File: src/rtl/serial_pkg.sv
// Shared definitions for the serial link: frame defaults and receiver FSM encoding.
package serial_pkg;

  localparam int CLKS_PER_BIT_DEF = 16;
  localparam int DATA_BITS_DEF    = 8;

  localparam logic [2:0] IDLE      = 3'd0;
  localparam logic [2:0] START     = 3'd1;
  localparam logic [2:0] DATA      = 3'd2;
  localparam logic [2:0] STOP      = 3'd3;
  localparam logic [2:0] WAIT_IDLE = 3'd4;

endpackage

File: src/rtl/serial_rx_sync_2ff.sv
// Two-flop synchronizer for an asynchronous single-bit input, with a selectable reset value.
module sync_2ff #(
  parameter logic RESET_VAL = 1'b1
) (
  input  logic clk,
  input  logic reset,
  input  logic d,
  output logic q
);

  logic meta;

  // two-stage capture of the asynchronous input
  always_ff @(posedge clk) begin
    if (reset) begin
      meta <= RESET_VAL;
      q    <= RESET_VAL;
    end else begin
      meta <= d;
      q    <= meta;
    end
  end

endmodule

File: src/rtl/serial_rx.sv
// UART-style 8N1 receiver: synchronizes rx, checks mid-start, samples mid-bit, and
// presents each framed word with a one-cycle valid (or frame_err on a low stop bit).
module serial_rx
  import serial_pkg::*;
#(
  parameter int CLKS_PER_BIT = CLKS_PER_BIT_DEF,
  parameter int DATA_BITS    = DATA_BITS_DEF
) (
  input  logic                 clk,
  input  logic                 reset,
  input  logic                 rx,
  output logic [DATA_BITS-1:0] data_out,
  output logic                 valid,
  output logic                 frame_err,
  output logic                 busy
);

  localparam int H  = CLKS_PER_BIT / 2;
  localparam int CW = $clog2(CLKS_PER_BIT);
  localparam int BW = $clog2(DATA_BITS + 1);

  localparam logic [CW-1:0] CNT_HALF = CW'(H - 1);
  localparam logic [CW-1:0] CNT_FULL = CW'(CLKS_PER_BIT - 1);
  localparam logic [CW-1:0] CNT_ONE  = CW'(1);
  localparam logic [BW-1:0] BIT_LAST = BW'(DATA_BITS - 1);
  localparam logic [BW-1:0] BIT_ONE  = BW'(1);

  logic                 rx_s;
  logic [2:0]           state, state_nxt;
  logic [CW-1:0]        cnt, cnt_nxt;
  logic [BW-1:0]        bitidx, bitidx_nxt;
  logic [DATA_BITS-1:0] shreg, shreg_nxt;
  logic [DATA_BITS-1:0] data_nxt;
  logic                 valid_nxt, ferr_nxt, busy_nxt;

  sync_2ff #(.RESET_VAL(1'b1)) u_sync (
    .clk   (clk),
    .reset (reset),
    .d     (rx),
    .q     (rx_s)
  );

  // state, counters and registered outputs
  always_ff @(posedge clk) begin
    if (reset) begin
      state     <= IDLE;
      cnt       <= '0;
      bitidx    <= '0;
      shreg     <= '0;
      data_out  <= '0;
      valid     <= 1'b0;
      frame_err <= 1'b0;
      busy      <= 1'b0;
    end else begin
      state     <= state_nxt;
      cnt       <= cnt_nxt;
      bitidx    <= bitidx_nxt;
      shreg     <= shreg_nxt;
      data_out  <= data_nxt;
      valid     <= valid_nxt;
      frame_err <= ferr_nxt;
      busy      <= busy_nxt;
    end
  end

  // next-state: bit timing counters and data assembly
  always_comb begin
    state_nxt  = state;
    cnt_nxt    = cnt;
    bitidx_nxt = bitidx;
    shreg_nxt  = shreg;
    case (state)
      IDLE: begin
        if (!rx_s) begin
          state_nxt = START;
          cnt_nxt   = '0;
        end else begin
          state_nxt = IDLE;
        end
      end
      START: begin
        if (cnt == CNT_HALF) begin
          cnt_nxt    = '0;
          bitidx_nxt = '0;
          state_nxt  = rx_s ? IDLE : DATA;
        end else begin
          cnt_nxt = cnt + CNT_ONE;
        end
      end
      DATA: begin
        if (cnt == CNT_FULL) begin
          cnt_nxt    = '0;
          shreg_nxt  = {rx_s, shreg[DATA_BITS-1:1]};
          bitidx_nxt = bitidx + BIT_ONE;
          state_nxt  = (bitidx == BIT_LAST) ? STOP : DATA;
        end else begin
          cnt_nxt = cnt + CNT_ONE;
        end
      end
      STOP: begin
        if (cnt == CNT_FULL) begin
          cnt_nxt   = '0;
          state_nxt = rx_s ? IDLE : WAIT_IDLE;
        end else begin
          cnt_nxt = cnt + CNT_ONE;
        end
      end
      WAIT_IDLE: begin
        // a held-low line (break) must not look like a new start bit
        if (rx_s) begin
          state_nxt = IDLE;
        end else begin
          state_nxt = WAIT_IDLE;
        end
      end
      default: begin
        state_nxt = IDLE;
        cnt_nxt   = '0;
      end
    endcase
  end

  // output decode at the stop-bit sample
  always_comb begin
    valid_nxt = 1'b0;
    ferr_nxt  = 1'b0;
    data_nxt  = data_out;
    busy_nxt  = (state_nxt != IDLE);
    if ((state == STOP) && (cnt == CNT_FULL)) begin
      if (rx_s) begin
        valid_nxt = 1'b1;
        data_nxt  = shreg;
      end else begin
        ferr_nxt = 1'b1;
      end
    end else begin
      valid_nxt = 1'b0;
      ferr_nxt  = 1'b0;
    end
  end

endmodule

File: config.mk
export PLATFORM = sky130hd
export DESIGN_NAME = serial_rx
export DESIGN_NICKNAME = d
export VERILOG_FILES = /design/src/rtl/serial_pkg.sv /design/src/rtl/serial_rx_sync_2ff.sv /design/src/rtl/serial_rx.sv
export SDC_FILE = /design/constraint.sdc
export NUM_CORES = 1
export LEC_CHECK = 0
export CAP_MARGIN = 20
export CORE_MARGIN = 10
export CORE_UTILIZATION = 50
export DETAILED_ROUTE_END_ITERATION = 7
export DONT_BUFFER_PORTS = 1
export SLEW_MARGIN = 25
export SYNTH_ARGS = -nofsm -noshare
export SYNTH_HDL_FRONTEND = slang
export SYNTH_SLANG_ARGS = --single-unit
File: constraint.sdc
create_clock -name clk -period 1.9 [get_ports clk]
set_input_delay 0.19 -clock clk [delete_from_list [all_inputs] [get_ports clk]]
set_output_delay 0.19 -clock clk [all_outputs]
set_load 0.01 [all_outputs]
Yosys cells after proc, flatten, opt, wreduce, memory -nomap -nowiden:

Cells that the tools add are included.

* word-level logic and storage cells: 51
* input bits: 3
* flip-flop bits (word level): 32
* output and inout port bits: 11

* muxes and demuxes: 17
* add/subtract/negate cells: 2
* reduce and logical (&&, ||, !) cells: 10
* bitwise operators: 2
* equal/unequal tests: 10

Operator list (count)
* $mux W4: 5
* $pmux W4 S4: 1
* $pmux W3 S5: 1
* $mux W3: 4
* $add A4 B1 Y4 const B: 2
* $eq A4 B3 Y1 const B: 2
* $pmux W4 S2: 1
* $eq A3 B2 Y1 const B: 2
* $ne A2 B2 Y1 const B: 3
* $reduce_and A2 Y1: 3
* $eq A4 B4 Y1 const B: 1
* $mux W1: 4
* $reduce_or A2 Y1: 2
* $eq A3 B1 Y1 const B: 1
* $eq A3 B3 Y1 const B: 1
* $logic_not A3 Y1: 1
* $reduce_and A3 Y1: 1
* $reduce_bool A3 Y1: 1
* $mux W2: 1
* $not A1 Y1: 2
* $reduce_bool A2 Y1: 1
* $logic_and A1 B1 Y1: 1

Longest topological paths before layout:

Gate-level depths: netlist of run 1.

* depth in word-level cells: 5
* gate-level depth with buffers: 6
* depth with buffers taken out: 5

Hierarchy:

A second synthesis of run 1 with hierarchy kept.

* cell total of the unflattened synthesis: 144
* area, all modules: 1302.5 µm²

By module, submodules not included
* serial_rx: area each 1249.9 µm², instances 1, sequential area each 600.6 µm², cells each 140
* sync_2ff: area each 52.6 µm², instances 1, sequential area each 40.0 µm², cells each 4

Least setup slack after synthesis of run 1:

No wires, ideal clock.

* path kind: reg2reg
* start point: register cnt[0]
* end point: register busy
* cell stages (with the launch flop): 6
* clock period less this slack: 1.587 ns
* arrival time: 1.460 ns
* path slack: 0.313 ns
* buffers on the path: 0
* path through: dfxtp_1 -> ha_1 -> and3b_4 -> and2_4 -> a32o_1 -> or3_1

* word-level cells in the longest chain between the ends: 4
* elaborated cells on any way between the ends: 7
* classes of those cells: eq/ne (2); mux (4); reduce/logical (1)

RTL lines
* from (decl): line serial_rx.sv:30 `logic [CW-1:0] cnt, cnt_nxt;`
* from (signal assigned): line serial_rx.sv:56 `cnt <= cnt_nxt;`
* $eq A4 B4 Y1 / $eq A4 B3 Y1 (equally long branches): line serial_rx.sv:91, serial_rx.sv:101, serial_rx.sv:82
* $mux W3 (on tied branches): line serial_rx.sv:101, serial_rx.sv:82, serial_rx.sv:91
* $pmux W3 S5 *: line serial_rx.sv:72 `case (state)`
* $reduce_bool A3 Y1 *: line serial_rx.sv:128 `busy_nxt = (state_nxt != IDLE);`
* to (signal assigned): line serial_rx.sv:62 `busy <= busy_nxt;`
* to (decl): line serial_rx.sv:15 `output logic busy`

Mark *: on every way between the ends. The rest lies on a longest branch, timed or not.
A chain may end at the register's enable or synchronous reset.

Final worst setup path of run 1:

Ends and elaborated chain as after synthesis.

==> results.py, run 1 <==
metrics = {
    "sta": {
        "hold_violations": 0,
        "max_freq_ghz": 0.599,
        "fin_crit_sh_pct": 87.8,
        "final_period_minus_worst_setup_slack_ns": 1.67,
        "timing.clock.skew_ns": 0.00473,
        "sum_neg_setup_slack_ns": 0,
        "setup_repair_after_global_routing_missed_its_margin": "false",
        "setup_violations": 0,
        "drv_slew": 0,
        "max_slew.worst_pin.slew_ns": 0.477,
        "slew-limit-headroom_pct": 68.2,
    },
    "logic_synthesis": {
        "synthTopCellsByArea": "sky130_fd_sc_hd__dfxtp_1, sky130_fd_sc_hd__mux2i_1, sky130_fd_sc_hd__nor2_1",
        "synth_xor_xnor_area_share_pct": 3.31,
        "postSynthNetCount": 139,
        "synth_top_cell_area_share_pct": 48.5,
        "synthesis.yosys.warnings": 0,
        "post_synth_fa_ha_maj_area_fraction_pct": 1.89,
        "synth_cell_types": 37,
        "synth_cells": 134,
        "synth.avg_cell_area_um2": 9.86,
        "synth-compound-area-share_pct": 6.91,
        "edff_count_synth": 0,
        "simple_gate_portion_of_the_synthesized_area_pct": 22.3,
        "synth_top_cell_by_area": "sky130_fd_sc_hd__dfxtp_1",
        "synth.yosys.seq_area_share_pct": 48.5,
        "main_combinational_cell_family_by_area_after_synthesis": "simple AND/OR/NAND/NOR gates",
        "ys_dominant_reg_cell": "sky130_fd_sc_hd__dfxtp_1",
        "synth_mux_area_share_pct": 12.9,
        "async_flop_share_pct": 0,
        "mappedNetlistArea_um2": 1320,
        "postSynthRegisterBits": 32,
    },
    "layout": {
        "area.sequential_um2": 641,
        "proportion_of_layout_cells_with_a_drive_suffix_above_1_pct": 11.7,
        "n_antenna_cell": 0,
        "final_net_count": 141,
        "areaGrowthSynthToFinish_pct": 6.72,
        "fillers": 218,
        "multiInputGateArea_um2": 626,
        "layout.cell_area.non_filler_um2": 1410,
    },
    "cts": {
        "clk-insertion-delay-late_ns": 0.34,
        "cts_post_setup_buffers_inserted": 0,
        "ctsHtreeMaxLevel": 2,
        "postCtsResizedCells": 0,
        "hold_buffers": 2,
        "clock_sinks": 32,
        "clk_root_buffer_cell": "sky130_fd_sc_hd__clkbuf_4",
        "clock_tree.buffer_depth": 2,
        "tritoncts.num_buffers": 5,
        "clk_pin_slew_ns": 0.10,
        "tritoncts": "yes",
    },
    "outcome": {
        "run_status": "complete, no violations",
    },
    "detailed_routing": {
        "detailroute.via_count": 898,
        "drt_iter0_drc": 78,
        "via_per_inst": 5.38,
        "drtPass1Iterations": 4,
        "drt_wl_total_um": 2400,
        "drt_drc_violations_left": 0,
        "ant_nets": 0,
        "drt-wirelength-per-cell_um": 14.4,
    },
    "critical_path": {
        "timing.critical_path.required_ns": 2.13,
        "criticalPathCategory": "flop to flop",
        "cp_top_family": "simple AND/OR/NAND/NOR gates",
        "worstSetupPathDepth": 5,
        "reg2reg_slack_ns": 0.23,
        "worstRegToRegCells": 5,
        "worst_ep_arrival_time_ns": 1.90,
        "launching_element_type_of_the_critical_path": "flop",
        "crit_path_top_delay_cell": "sky130_fd_sc_hd__dfxtp_1",
        "rr_startpoint": "cnt[0]",
        "worst-path-buf-inv": 0,
        "max_stage_delay_ns": 0.35,
        "worst_setup_path_end_kind": "flop",
        "worst_reg2reg_path_endpoint": "busy",
        "worstPathMaxFanout": 6,
        "crit_path_cells": "ha_1 -> and3b_4 -> and2_4 -> a32o_1 -> or3_1",
    },
    "floorplan": {
        "floorplan.rows": 18,
        "die-area_um2": 5100,
        "floorplan.io_pins": 14,
        "die_y_um": 71.4,
        "die_w_um": 71.4,
        "fp.coreArea_um2": 2500,
        "initial_utilization_pct": 52.9,
    },
    "power": {
        "power.ir.vdd_worst_mv": 0.622,
        "power_density_nw_per_um2": 869,
        "leakage_nw": 0.580,
        "post-layout-total-power_mw": 1.23,
    },
    "placed_design": {
        "place.detailed.hpwl_um": 1580,
        "place_congestion": 0.841,
        "placement.cell_area_um2": 1320,
        "buffer_ports.inserted": 0,
    },
    "global_route": {
        "grt_util_all_layers_pct": 10.0,
        "antenna_found_initial": 0,
        "grt_max_degree": 28,
        "grt.overflow.total": 0,
        "grt_first_pass_wirelength_um": 4160,
        "grt_pass1_vias": 875,
    },
    "worst_hold_path": {
        "holdCritStartpoint": "reset",
        "min_delay_worst_endpoint": "bitidx[0]",
        "min-delay-path-class": "input pin to flop",
        "min_path_cells": 2,
    },
    "job": {
        "drv.max_cap_violation_count": 0,
    },
}
## layout by cell type (no fill, tap or decap), types with 3 or more instances in the layout
cell type	n
sky130_fd_sc_hd__dfxtp_1	32
sky130_fd_sc_hd__nor2_1	26
sky130_fd_sc_hd__mux2i_1	17
sky130_fd_sc_hd__clkbuf_4	5
sky130_fd_sc_hd__nand3_1	4
sky130_fd_sc_hd__nand2_1	4
sky130_fd_sc_hd__a21oi_1	3
sky130_fd_sc_hd__xor2_1	3
## synth_stat cells (3+ instances only)
library cell and number:
sky130_fd_sc_hd__nand2_1 4, sky130_fd_sc_hd__xor2_1 3, sky130_fd_sc_hd__nand3_1 4, sky130_fd_sc_hd__mux2i_1 17, sky130_fd_sc_hd__nor2_1 26, sky130_fd_sc_hd__a21oi_1 3
sky130_fd_sc_hd__buf_4 3, sky130_fd_sc_hd__clkbuf_1 3, sky130_fd_sc_hd__dfxtp_1 32
## sequential cells by signal (all words and copies together), names as in the netlist
| signal | cells |
|---|---|
| data_out | 8 |
| shreg | 8 |
| bitidx | 4 |
| cnt | 4 |
| state | 3 |
| busy | 1 |
| frame_err | 1 |
| u_sync.meta | 1 |
| u_sync.q | 1 |
| valid | 1 |
## worst max-delay path by stage
stage                     startpoint       end  slack, ns
after detailed placement      cnt[0]      busy       0.25
after global routing          cnt[0]  shreg[1]       0.14
after global placement        cnt[0]      busy       0.28
final                         cnt[0]      busy       0.23
after CTS                      reset      busy       0.22
after floorplan               cnt[0]      busy       0.31
## per-layer routing
| metal | up-vias | global-route usage, % | wire (um) |
|---|---|---|---|
| li1 | 464 | - | - |
| met1 | 413 | 12.3 | 1140 |
| met3 | 5 | 4.96 | 123 |
| met5 | - | 0 | 0 |
| met2 | 16 | 14.3 | 1110 |
| met4 | 0 | 4.52 | 38 |
## kinds of logic (layout without fill, tap and decap cells)
| kind of cell | count (synthesis) | in the layout |
|---|---|---|
| mux | 17 | 17 |
| flops | 32 | 32 |
| xor+xnor | 5 | 5 |
| simple gates | 56 | 56 |
| fa+ha+maj | 2 | 2 |
| compound gates | 13 | 13 |
| buf+inv | 9 | 12 |
## cell type report
class | instances | share of cell area, %
flip-flops and latches | 32 | 45.4
well taps | 30 | 2.66
clock inverters | 2 | 2.48
repair buffers | 4 | 2.13
multi-input cells | 93 | 44.4
clock buffers | 6 | 2.93
## through the flow
step | hold slack (ns) | setup WS [ns] | utilization (%) | cells
2_1_floorplan | 0.294 | 0.313 | - | 134
3_3_place_gp | 0.264 | 0.281 | 52.8 | 157
3_5_place_dp | 0.268 | 0.252 | 52.8 | 157
4_1_cts | 0.0577 | 0.216 | 56.6 | 167
5_1_grt | 0.0743 | 0.145 | 56.4 | 167
6_report | 0.0621 | 0.232 | 56.4 | 167
## where the power goes
group / total [mW] / leakage (nW) / internal, mW / switching, mW
clock: 0.513 / 0.0422 / 0.276 / 0.238
sequential: 0.682 / 0.259 / 0.676 / 0.00609
combinational: 0.0302 / 0.280 / 0.0128 / 0.0174
(Power assumes the default switching activity.)
==> run 2, diff against run 1 <==
--- a/config.mk
+++ b/config.mk
@@ -5,6 +5,7 @@
 export SDC_FILE = /design/constraint.sdc
 export NUM_CORES = 1
 export LEC_CHECK = 0
+export ABC_AREA = 1
 export CAP_MARGIN = 20
 export CORE_MARGIN = 10
 export CORE_UTILIZATION = 50
==> run 2 against run 1 <==
Die area increased by 4.2%. Clock skew increased by 0.0013 ns. Global-route usage increased by 1.2 points. Synthesized cell count increased by 37%. Sequential share of layout area decreased by 3.2 points. Critical endpoint is now data_out[2]. Largest power group unchanged.
==> results.py, run 2 <==
metrics = {
    "outcome": {
        "run_status": "complete, no violations",
    },
    "detailed_routing": {
        "via_per_inst": 5.25,
        "drtPass1Iterations": 5,
        "drt_drc_violations_left": 0,
        "drt-wirelength-per-cell_um": 12.4,
        "drt_iter0_drc": 72,
        "detailroute.via_count": 1150,
        "drt_wl_total_um": 2720,
        "ant_nets": 0,
    },
    "cts": {
        "tritoncts": "yes",
        "ctsHtreeMaxLevel": 2,
        "clk-insertion-delay-late_ns": 0.33,
        "clk_pin_slew_ns": 0.09,
        "postCtsResizedCells": 0,
        "tritoncts.num_buffers": 5,
        "clock_sinks": 32,
        "clk_root_buffer_cell": "sky130_fd_sc_hd__clkbuf_4",
        "clock_tree.buffer_depth": 2,
    },
    "layout": {
        "largest_registers": "data_out (8), shreg (8)",
        "layout.cells.most_common": "sky130_fd_sc_hd__dfxtp_1",
        "n_antenna_cell": 0,
        "area.sequential_um2": 641,
        "final_cells": 219,
        "layout_common_cells": "sky130_fd_sc_hd__dfxtp_1, sky130_fd_sc_hd__nor2_1, sky130_fd_sc_hd__nand2_1",
        "areaGrowthSynthToFinish_pct": 8.32,
        "proportion_of_layout_cells_with_a_drive_suffix_above_1_pct": 13.3,
        "fillers": 256,
        "final_net_count": 192,
        "multiInputGateArea_um2": 634,
        "layout.cell_area.non_filler_um2": 1520,
    },
    "critical_path": {
        "worst_ep_arrival_time_ns": 1.87,
        "reg2reg_slack_ns": 0.24,
        "rr_startpoint": "cnt[0]",
        "worst_setup_path_end_kind": "flop",
        "worstRegToRegCells": 6,
        "worstPathMaxFanout": 17,
        "worst_reg2reg_path_endpoint": "data_out[2]",
        "launching_element_type_of_the_critical_path": "flop",
        "criticalPathCategory": "flop to flop",
        "timing.critical_path.required_ns": 2.11,
    },
    "sta": {
        "setup_violations": 0,
        "max_freq_ghz": 0.604,
        "setup_repair_after_global_routing_missed_its_margin": "false",
        "drv_slew": 0,
        "hold_violations": 0,
        "post-route-worst-setup-slack_ns": 0.244,
        "final_period_minus_worst_setup_slack_ns": 1.66,
        "max_slew.worst_pin.slew_ns": 0.560,
        "slew-limit-headroom_pct": 62.6,
        "timing.clock.skew_ns": 0.00605,
        "fin_crit_sh_pct": 87.1,
        "sum_neg_setup_slack_ns": 0,
    },
    "floorplan": {
        "initial_utilization_pct": 51.6,
        "die-area_um2": 5310,
        "fp.coreArea_um2": 2710,
        "floorplan.io_pins": 14,
        "floorplan.rows": 19,
        "die_y_um": 72.9,
        "die_w_um": 72.9,
    },
    "power": {
        "switching_power_uw": 254,
        "clkPwrFrac_pct": 44.2,
        "power.ir.vdd_worst_mv": 0.721,
        "internal_power_mw": 1.04,
        "power_frac_seq_pct": 52.7,
        "sw_share_pct": 19.6,
        "power_density_nw_per_um2": 853,
        "fraction_of_power_consumed_by_combinational_cells_pct": 3.1,
        "leakage_nw": 0.633,
    },
    "placed_design": {
        "place.detailed.hpwl_um": 1940,
        "buffer_ports.inserted": 0,
        "dp_worst_setup_slack_ns": 0.261,
        "placedCellCount": 209,
        "placement.cell_area_um2": 1400,
        "place_congestion": 0.871,
    },
    "logic_synthesis": {
        "post_synth_most_frequent_cells": "sky130_fd_sc_hd__dfxtp_1, sky130_fd_sc_hd__nor2_1, sky130_fd_sc_hd__nand2_1",
        "synth.avg_cell_area_um2": 7.64,
        "synthTopCellsByArea": "sky130_fd_sc_hd__dfxtp_1, sky130_fd_sc_hd__nor2_1, sky130_fd_sc_hd__nand2_1",
        "synth.yosys.seq_area_share_pct": 45.8,
        "mappedNetlistArea_um2": 1400,
        "ys_dominant_reg_cell": "sky130_fd_sc_hd__dfxtp_1",
        "synth_top_cell_area_share_pct": 45.8,
        "synth_cells": 183,
        "yosysMostFrequentCell": "sky130_fd_sc_hd__dfxtp_1",
        "edff_count_synth": 0,
        "postSynthNetCount": 188,
        "synthesis.yosys.warnings": 0,
        "async_flop_share_pct": 0,
        "synth_cell_types": 26,
        "postSynthRegisterBits": 32,
        "synth_top_cell_by_area": "sky130_fd_sc_hd__dfxtp_1",
    },
    "worst_hold_path": {
        "min-delay-path-class": "input pin to flop",
        "min_delay_worst_endpoint": "cnt[0]",
        "holdCritStartpoint": "reset",
        "min_path_cells": 3,
    },
    "global_route": {
        "antenna_found_initial": 0,
        "grt.overflow.total": 0,
        "grt_first_pass_wirelength_um": 4810,
        "grt_max_degree": 22,
        "grt_pass1_vias": 1095,
        "grt_util_all_layers_pct": 11.2,
    },
    "job": {
        "drv.max_cap_violation_count": 0,
    },
}
## run 2: repair_timing
item | CTS | global route
endpoints found under the hold margin | 10 | 0
hold buffers | 2 | 0
setup buffers | 0 | 0
## run 2: cells by family (layout without fill, tap and decap cells)
group / Yosys count / after routing / share of synthesized area, %
compound gates: 39 / 39 / 14.9
xor+xnor: 1 / 1 / 0.626
fa+ha+maj: 2 / 2 / 1.79
buf+inv: 27 / 32 / 8.85
flops: 32 / 32 / 45.8
simple gates: 82 / 82 / 28.0
## run 2: per-stage QoR
stage	hold slack [ns]	util, %	power, mW
2_1_floorplan	0.294	-	0.726
3_3_place_gp	0.256	51.7	0.730
6_report	0.0301	55.9	1.29
5_1_grt	0.0511	55.9	1.35
3_5_place_dp	0.258	51.7	0.730
4_1_cts	0.00980	55.9	1.31
## run 2: worst max-delay path by stage
stage / end / depth (start not counted) / startpoint
floorplan: data_out[0] / 7 / cnt[0]
global placement: data_out[2] / 6 / cnt[0]
detailed placement: data_out[2] / 6 / cnt[0]
CTS: data_out[2] / 6 / cnt[0]
global route: data_out[2] / 6 / cnt[0]
finish: data_out[2] / 6 / cnt[0]
## run 2: area by class of cell
cell class / count / area share [%]
inverters: 21 / 5.20
multi-input cells: 124 / 41.9
clock buffers: 7 / 4.29
well taps: 31 / 2.56
clock inverters: 1 / 1.98
flip-flops and latches: 32 / 42.3
repair buffers: 3 / 1.82
## run 2: metal layers
layer  routed length (um)  up-vias  global-route usage, %
li1                     -      600                      -
met1                 1290      510                   13.8
met2                 1170       34                   16.0
met3                  227        6                   5.31
met4                   34        0                   5.06
met5                    0        -                      0
## run 2: power groups by stage
stage	registers, mW	clock network, mW	logic, mW
floorplan	0.695	0	0.0304
global placement	0.697	0	0.0333
detailed placement	0.697	0	0.0334
CTS	0.681	0.588	0.0405
global route	0.683	0.616	0.0476
finish	0.681	0.571	0.0403
## run 2: worst max-delay path, stage by stage (launching register included)
cell	delay [ns]
sky130_fd_sc_hd__dfxtp_1	0.38
sky130_fd_sc_hd__ha_1	0.22
sky130_fd_sc_hd__nand2_1	0.14
sky130_fd_sc_hd__nor2_4	0.14
sky130_fd_sc_hd__nand3_2	0.29
sky130_fd_sc_hd__o21ai_0	0.31
sky130_fd_sc_hd__a21oi_1	0.06
==> RTL edit 1: new RTL, flow settings as in run 1 <==
`shreg` and `data_out` no longer have a reset.
--- a/src/rtl/serial_rx.sv
+++ b/src/rtl/serial_rx.sv
@@ -47,6 +47,4 @@
       cnt       <= '0;
       bitidx    <= '0;
-      shreg     <= '0;
-      data_out  <= '0;
       valid     <= 1'b0;
       frame_err <= 1'b0;
@@ -56,10 +54,13 @@
       cnt       <= cnt_nxt;
       bitidx    <= bitidx_nxt;
-      shreg     <= shreg_nxt;
-      data_out  <= data_nxt;
       valid     <= valid_nxt;
       frame_err <= ferr_nxt;
       busy      <= busy_nxt;
     end
+  end
+
+  always_ff @(posedge clk) begin
+    shreg    <= shreg_nxt;
+    data_out <= data_nxt;
   end
 
Function: no difference found for any inputs over 10 cycles, from zero or initial values and one cycle with reset high; that may be too few to reach the edited logic, so the function may still have changed.
==> RTL edit 1 against run 1 <==
Cell area fell by 3.0%. Worst setup slack worse by 0.0072 ns. Total power is 1.8% higher. Non-clock buffer count unchanged. Synthesized cell count down 22%. Area after synthesis down 4.0%. Wire length fell by 12%. Sequential cell count is the same. Largest cell class unchanged. Highest routed layer unchanged.
==> RTL edit 1: results (changes against run 1) <==
| Stage | Metric | This run | Delta |
| --- | --- | --- | --- |
| route | Met1 Wirelength | 1.014 mm | -11% |
| critical path | Maximum fanout encountered on the critical timing path | 9 | +3 |
| route | Vias after detailed routing | 779 | -13% |
| outcome | Result of the run | finished clean |  |
| sta | Clk_skew | 0.006028 ns | +0.001298 ns |
| logic synthesis | Number of flops mapped to enable cells by yosys | 16 | +16 |
| placement | Worst setup slack after placement | 0.2255 ns | -0.02640 ns |
| layout | Nets | 115 | -18% |
| logic synthesis | Part of the Yosys area used for sequential elements | 0.6312 | +0.1463 |
| placement | Detailed Place HPWL | 1.446 mm | -8.3% |
| critical path | Peak per-stage delay on the critical path | 0.38 ns | +0.03 ns |
| route | Per-cell routed wire length | 14.99 um | +4.2% |
| placement | Routability Congestion | 0.8498 | +1.1% |
| grt | Number of global-route vias before repair | 788 | -9.9% |
| grt | First-pass GRT wire length | 3.746 mm | -10% |
| logic synthesis | Most area-consuming cells after synthesis | edfxtp_1, dfxtp_1, nor2_1 |  |
| sta | Pin slew with the least headroom to its limit | 0.4232 ns | -0.05381 ns |
| route | Met2 wire length | 917 um | -17% |
| route | Length of routed met3 wiring | 164 um | +33% |
| logic synthesis | Net count after synthesis | 110 | -21% |
| power | Worst voltage drop across the vdd grid | 0.5398 mV | -13% |
| placement | Cell area after placement | 0.001271 sq mm | -3.6% |
| logic synthesis | Count of distinct cell types in the synthesized netlist | 36 | -2.7% |
| logic synthesis | Most common library cells after synthesis | dfxtp_1, edfxtp_1, nor2_1, nand2_1 |  |
| grt | Pin count of the biggest net entering global routing | 12 | -57% |
[RTL edit 1: changes by cell type after synthesis, moves of 3 or more]
cell	change
dfxtp_1	-16
mux2i_1	-16
buf_4	-3
nor2_1	-13
edfxtp_1	+16
[RTL edit 1: final cells by class]
| type | count | area [sq um] |
|---|---|---|
| Fill cell | 208 | 1087 |
| Sequential cell | 32 | 800.8 |
| Multi-Input combinational cell | 65 | 410.4 |
| Clock buffer | 6 | 41.29 |
| Tap cell | 30 | 37.54 |
| Clock inverter | 2 | 35.03 |
| Timing Repair Buffer | 4 | 35.03 |
| Inverter | 2 | 7.507 |
[RTL edit 1: stage by stage]
step                      cells  utilization
after global routing        141       0.5571
final                       141       0.5571
after global placement      131       0.5178
after floorplan             105            -
after detailed placement    131       0.5178
after CTS                   141       0.5571
[RTL edit 1: path summary, 6_finish.rpt]
path                            slack [ns]     start  cells after the start           to
worst min-delay path                  0.04     reset                      2     state[2]
worst max-delay path                  0.22    cnt[0]                      3  data_out[2]
worst max register to register        0.22    cnt[0]                      3  data_out[2]
worst min register to register        0.43  shreg[0]                      0  data_out[0]
[RTL edit 1: cells by family (layout without fill, tap and decap cells)]
logic type      count (synthesis)  after routing  share of synthesized area
simple gates                   41             41                     0.1795
flops                          32             32                     0.6312
compound gates                 19             19                     0.1026
buf+inv                         8             14                    0.04536
fa+ha+maj                       2              2                    0.01972
xor+xnor                        2              2                    0.01381
mux                             1              1                   0.007890
[RTL edit 1: report_power, final]
part / switching (uW) / internal, uW / leakage, uW / total, uW
clock: 218 / 276 / 0.0000422 / 494
sequential: 6.08 / 723 / 0.000273 / 729
combinational: 12.7 / 12.1 / 0.000155 / 24.8
total: 237 / 1010 / 0.000470 / 1250
==> RTL edit 2: new RTL, flow settings as in run 1 <==
Without the edit above. The package constant `CLKS_PER_BIT_DEF` goes from 16 to 64.
--- a/src/rtl/serial_pkg.sv
+++ b/src/rtl/serial_pkg.sv
@@ -2,5 +2,5 @@
 package serial_pkg;
 
-  localparam int CLKS_PER_BIT_DEF = 16;
+  localparam int CLKS_PER_BIT_DEF = 64;
   localparam int DATA_BITS_DEF    = 8;
 
Formal check against the unedited RTL: same outputs for any inputs over 10 cycles, from zero or initial values and one cycle with reset high; that may be too few to reach the edited logic, so the function may still have changed.
==> RTL edit 2 against run 1 <==
Wire length grew 19%. Worst setup slack worse by 0.055 ns. Sequential cell count increased by 2. Area after synthesis rose by 14%. Total power shrank 2.8%. Largest cell class is now multi-input gates. Cell area up 10%. Clock skew up 0.0022 ns. Maximum frequency decreased by 3.2%.
==> RTL edit 2: results (changes against run 1) <==
| Stage | Metric | This run | Delta |
| --- | --- | --- | --- |
| power | Worst voltage drop across the vdd grid | 0.5306 mV | -15% |
| grt | GR Layer Usage met1 | 0.1427 | +0.02014 |
| route | Total iterations of the first detailed-routing run | 4 | unchanged |
| critical path | Register-to-Register Path Depth | 6 | +1 |
| route | Total routed wirelength | 2.849 mm | +19% |
| logic synthesis | Synth Area in Adders | 0.01654 | -0.002397 |
| sta | Clk_skew | 0.006897 ns | +0.002167 ns |
| power | Switching share of total power | 0.2355 | +0.02247 |
| grt | First-pass GRT wire length | 4.905 mm | +18% |
| layout | Antenna Diode Count | 0 | unchanged |
| logic synthesis | Most area-consuming cells after synthesis | dfxtp_1, mux2i_1, nand2_1 |  |
| grt | Number of global-route vias before repair | 1027 | +17% |
| critical path | Maximum fanout encountered on the critical timing path | 10 | +4 |
| grt | GR met3 Demand/Resource | 0.04993 | +0.0003475 |
| grt | GR Util met2 | 0.1590 | +0.01591 |
| grt | Number of antenna violations at the first check in global routing | 0 | unchanged |
| outcome | Result of the run | finished clean |  |
| logic synthesis | Area fraction in compound gates after synthesis | 0.1505 | +0.08141 |
| logic synthesis | Part of the Yosys area used for sequential elements | 0.4500 | -0.03489 |
| sta | Worst slew margin relative to its limit | 0.6267 | -0.05526 |
| route | Via density per instance | 5.734 | +6.6% |
| grt | Pin count of the biggest net entering global routing | 33 | +18% |
| placement | Routability Congestion | 0.7474 | -11% |
| critical path | Worst Setup EP | shreg[5] |  |
| logic synthesis | Count of distinct cell types in the synthesized netlist | 39 | +5.4% |
| layout | Biggest regs | data_out: 8 flops, shreg: 8 flops, cnt: 6 flops |  |
| critical path | Endpoint arrival time on the critical path | 1.98 ns | +0.08 ns |
| placement | Detailed Place HPWL | 1.941 mm | +23% |
| grt | Overall routing resource usage | 0.1122 | +0.01211 |
| logic synthesis | Portion of netlist area occupied by mux cells | 0.06700 | -0.06179 |
| cts | Setup Buffers After CTS | 0 | unchanged |
| route | Starting DRT DRC Count | 113 | +45% |
| logic synthesis | Post-synthesis xor/xnor area fraction | 0.01737 | -0.01577 |
| layout | Share of final-layout standard cells stronger than drive strength 1 | 0.1429 | +0.02607 |
| placement | Worst setup slack after placement | 0.1385 ns | -0.1134 ns |
| logic synthesis | Most common library cells after synthesis | dfxtp_1, nand2_1, nor2_1, a21oi_1, nand3_1 |  |
| critical path | Peak per-stage delay on the critical path | 0.39 ns | +0.04 ns |
| power | Leakage power of the design | 0.0005880 uW | +1.3% |
| sta | Worst Slack Setup Final | 0.1770 ns | -0.05465 ns |
| layout | Nets | 172 | +22% |
## RTL edit 2: logic make-up after synthesis
logic type | Yosys count
buf+inv | 14
fa+ha+maj | 2
simple gates | 70
flops | 34
xor+xnor | 3
mux | 10
compound gates | 33
## RTL edit 2: through the flow
| step | hold slack [ns] | util | instances | instance area, sq um |
|---|---|---|---|---|
| final | 0.06525 | 0.5502 | 199 | 1556 |
| after global routing | 0.05825 | 0.5502 | 199 | 1556 |
| after CTS | 0.05478 | 0.5515 | 199 | 1560 |
| after detailed placement | 0.2679 | 0.5184 | 188 | 1466 |
| after global placement | 0.2650 | 0.5184 | 188 | 1466 |
| after floorplan | 0.2938 | - | 166 | 1513 |
## RTL edit 2: worst min path at each step
stage               start          end  cells past startpoint
finish              reset     state[0]                      3
CTS                 reset     state[0]                      3
global placement    reset    bitidx[1]                      1
detailed placement  reset       cnt[5]                      1
floorplan              rx  u_sync.meta                      1
global route        reset     state[0]                      3
## RTL edit 2: power by group through the flow
| stage | registers [uW] | clock network (uW) | logic [uW] |
|---|---|---|---|
| 3_3_place_gp | 742 | 0 | 22.5 |
| 4_1_cts | 726 | 441 | 38.1 |
| 3_5_place_dp | 742 | 0 | 23.2 |
| 6_report | 726 | 427 | 37.2 |
| 5_1_grt | 728 | 474 | 42.4 |
| 2_1_floorplan | 737 | 0 | 39.7 |
## RTL edit 2: what timing repair did
item | CTS | global route
hold buffers | 3 | 0
endpoints found under the setup margin | 0 | 6
endpoints found under the hold margin | 32 | 0
resized for setup | 0 | 1
## RTL edit 2: routing by layer
layer	routed length [um]	up-vias
met5	0	-
met4	45	0
met3	202	6
met2	1201	25
met1	1399	535
li1	-	575
## RTL edit 2: critical path, delay by kind of cell (launching register included)
family	cells	cell delay [ns]
AO/OA/AOI/OAI	1	0.16
adder cells (fa/ha/maj)	1	0.24
buffers and inverters	1	0.17
AND/OR/NAND/NOR	3	0.68
flip-flops	1	0.39
## RTL edit 2: final cells by class
type / count / area [sq um]
Clock inverter: 2 / 12.51
Timing Repair Buffer: 6 / 47.55
Fill cell: 280 / 1272
Multi-Input combinational cell: 118 / 718.2
Inverter: 2 / 7.507
Sequential cell: 34 / 680.7
Tap cell: 31 / 38.79
Clock buffer: 6 / 51.30
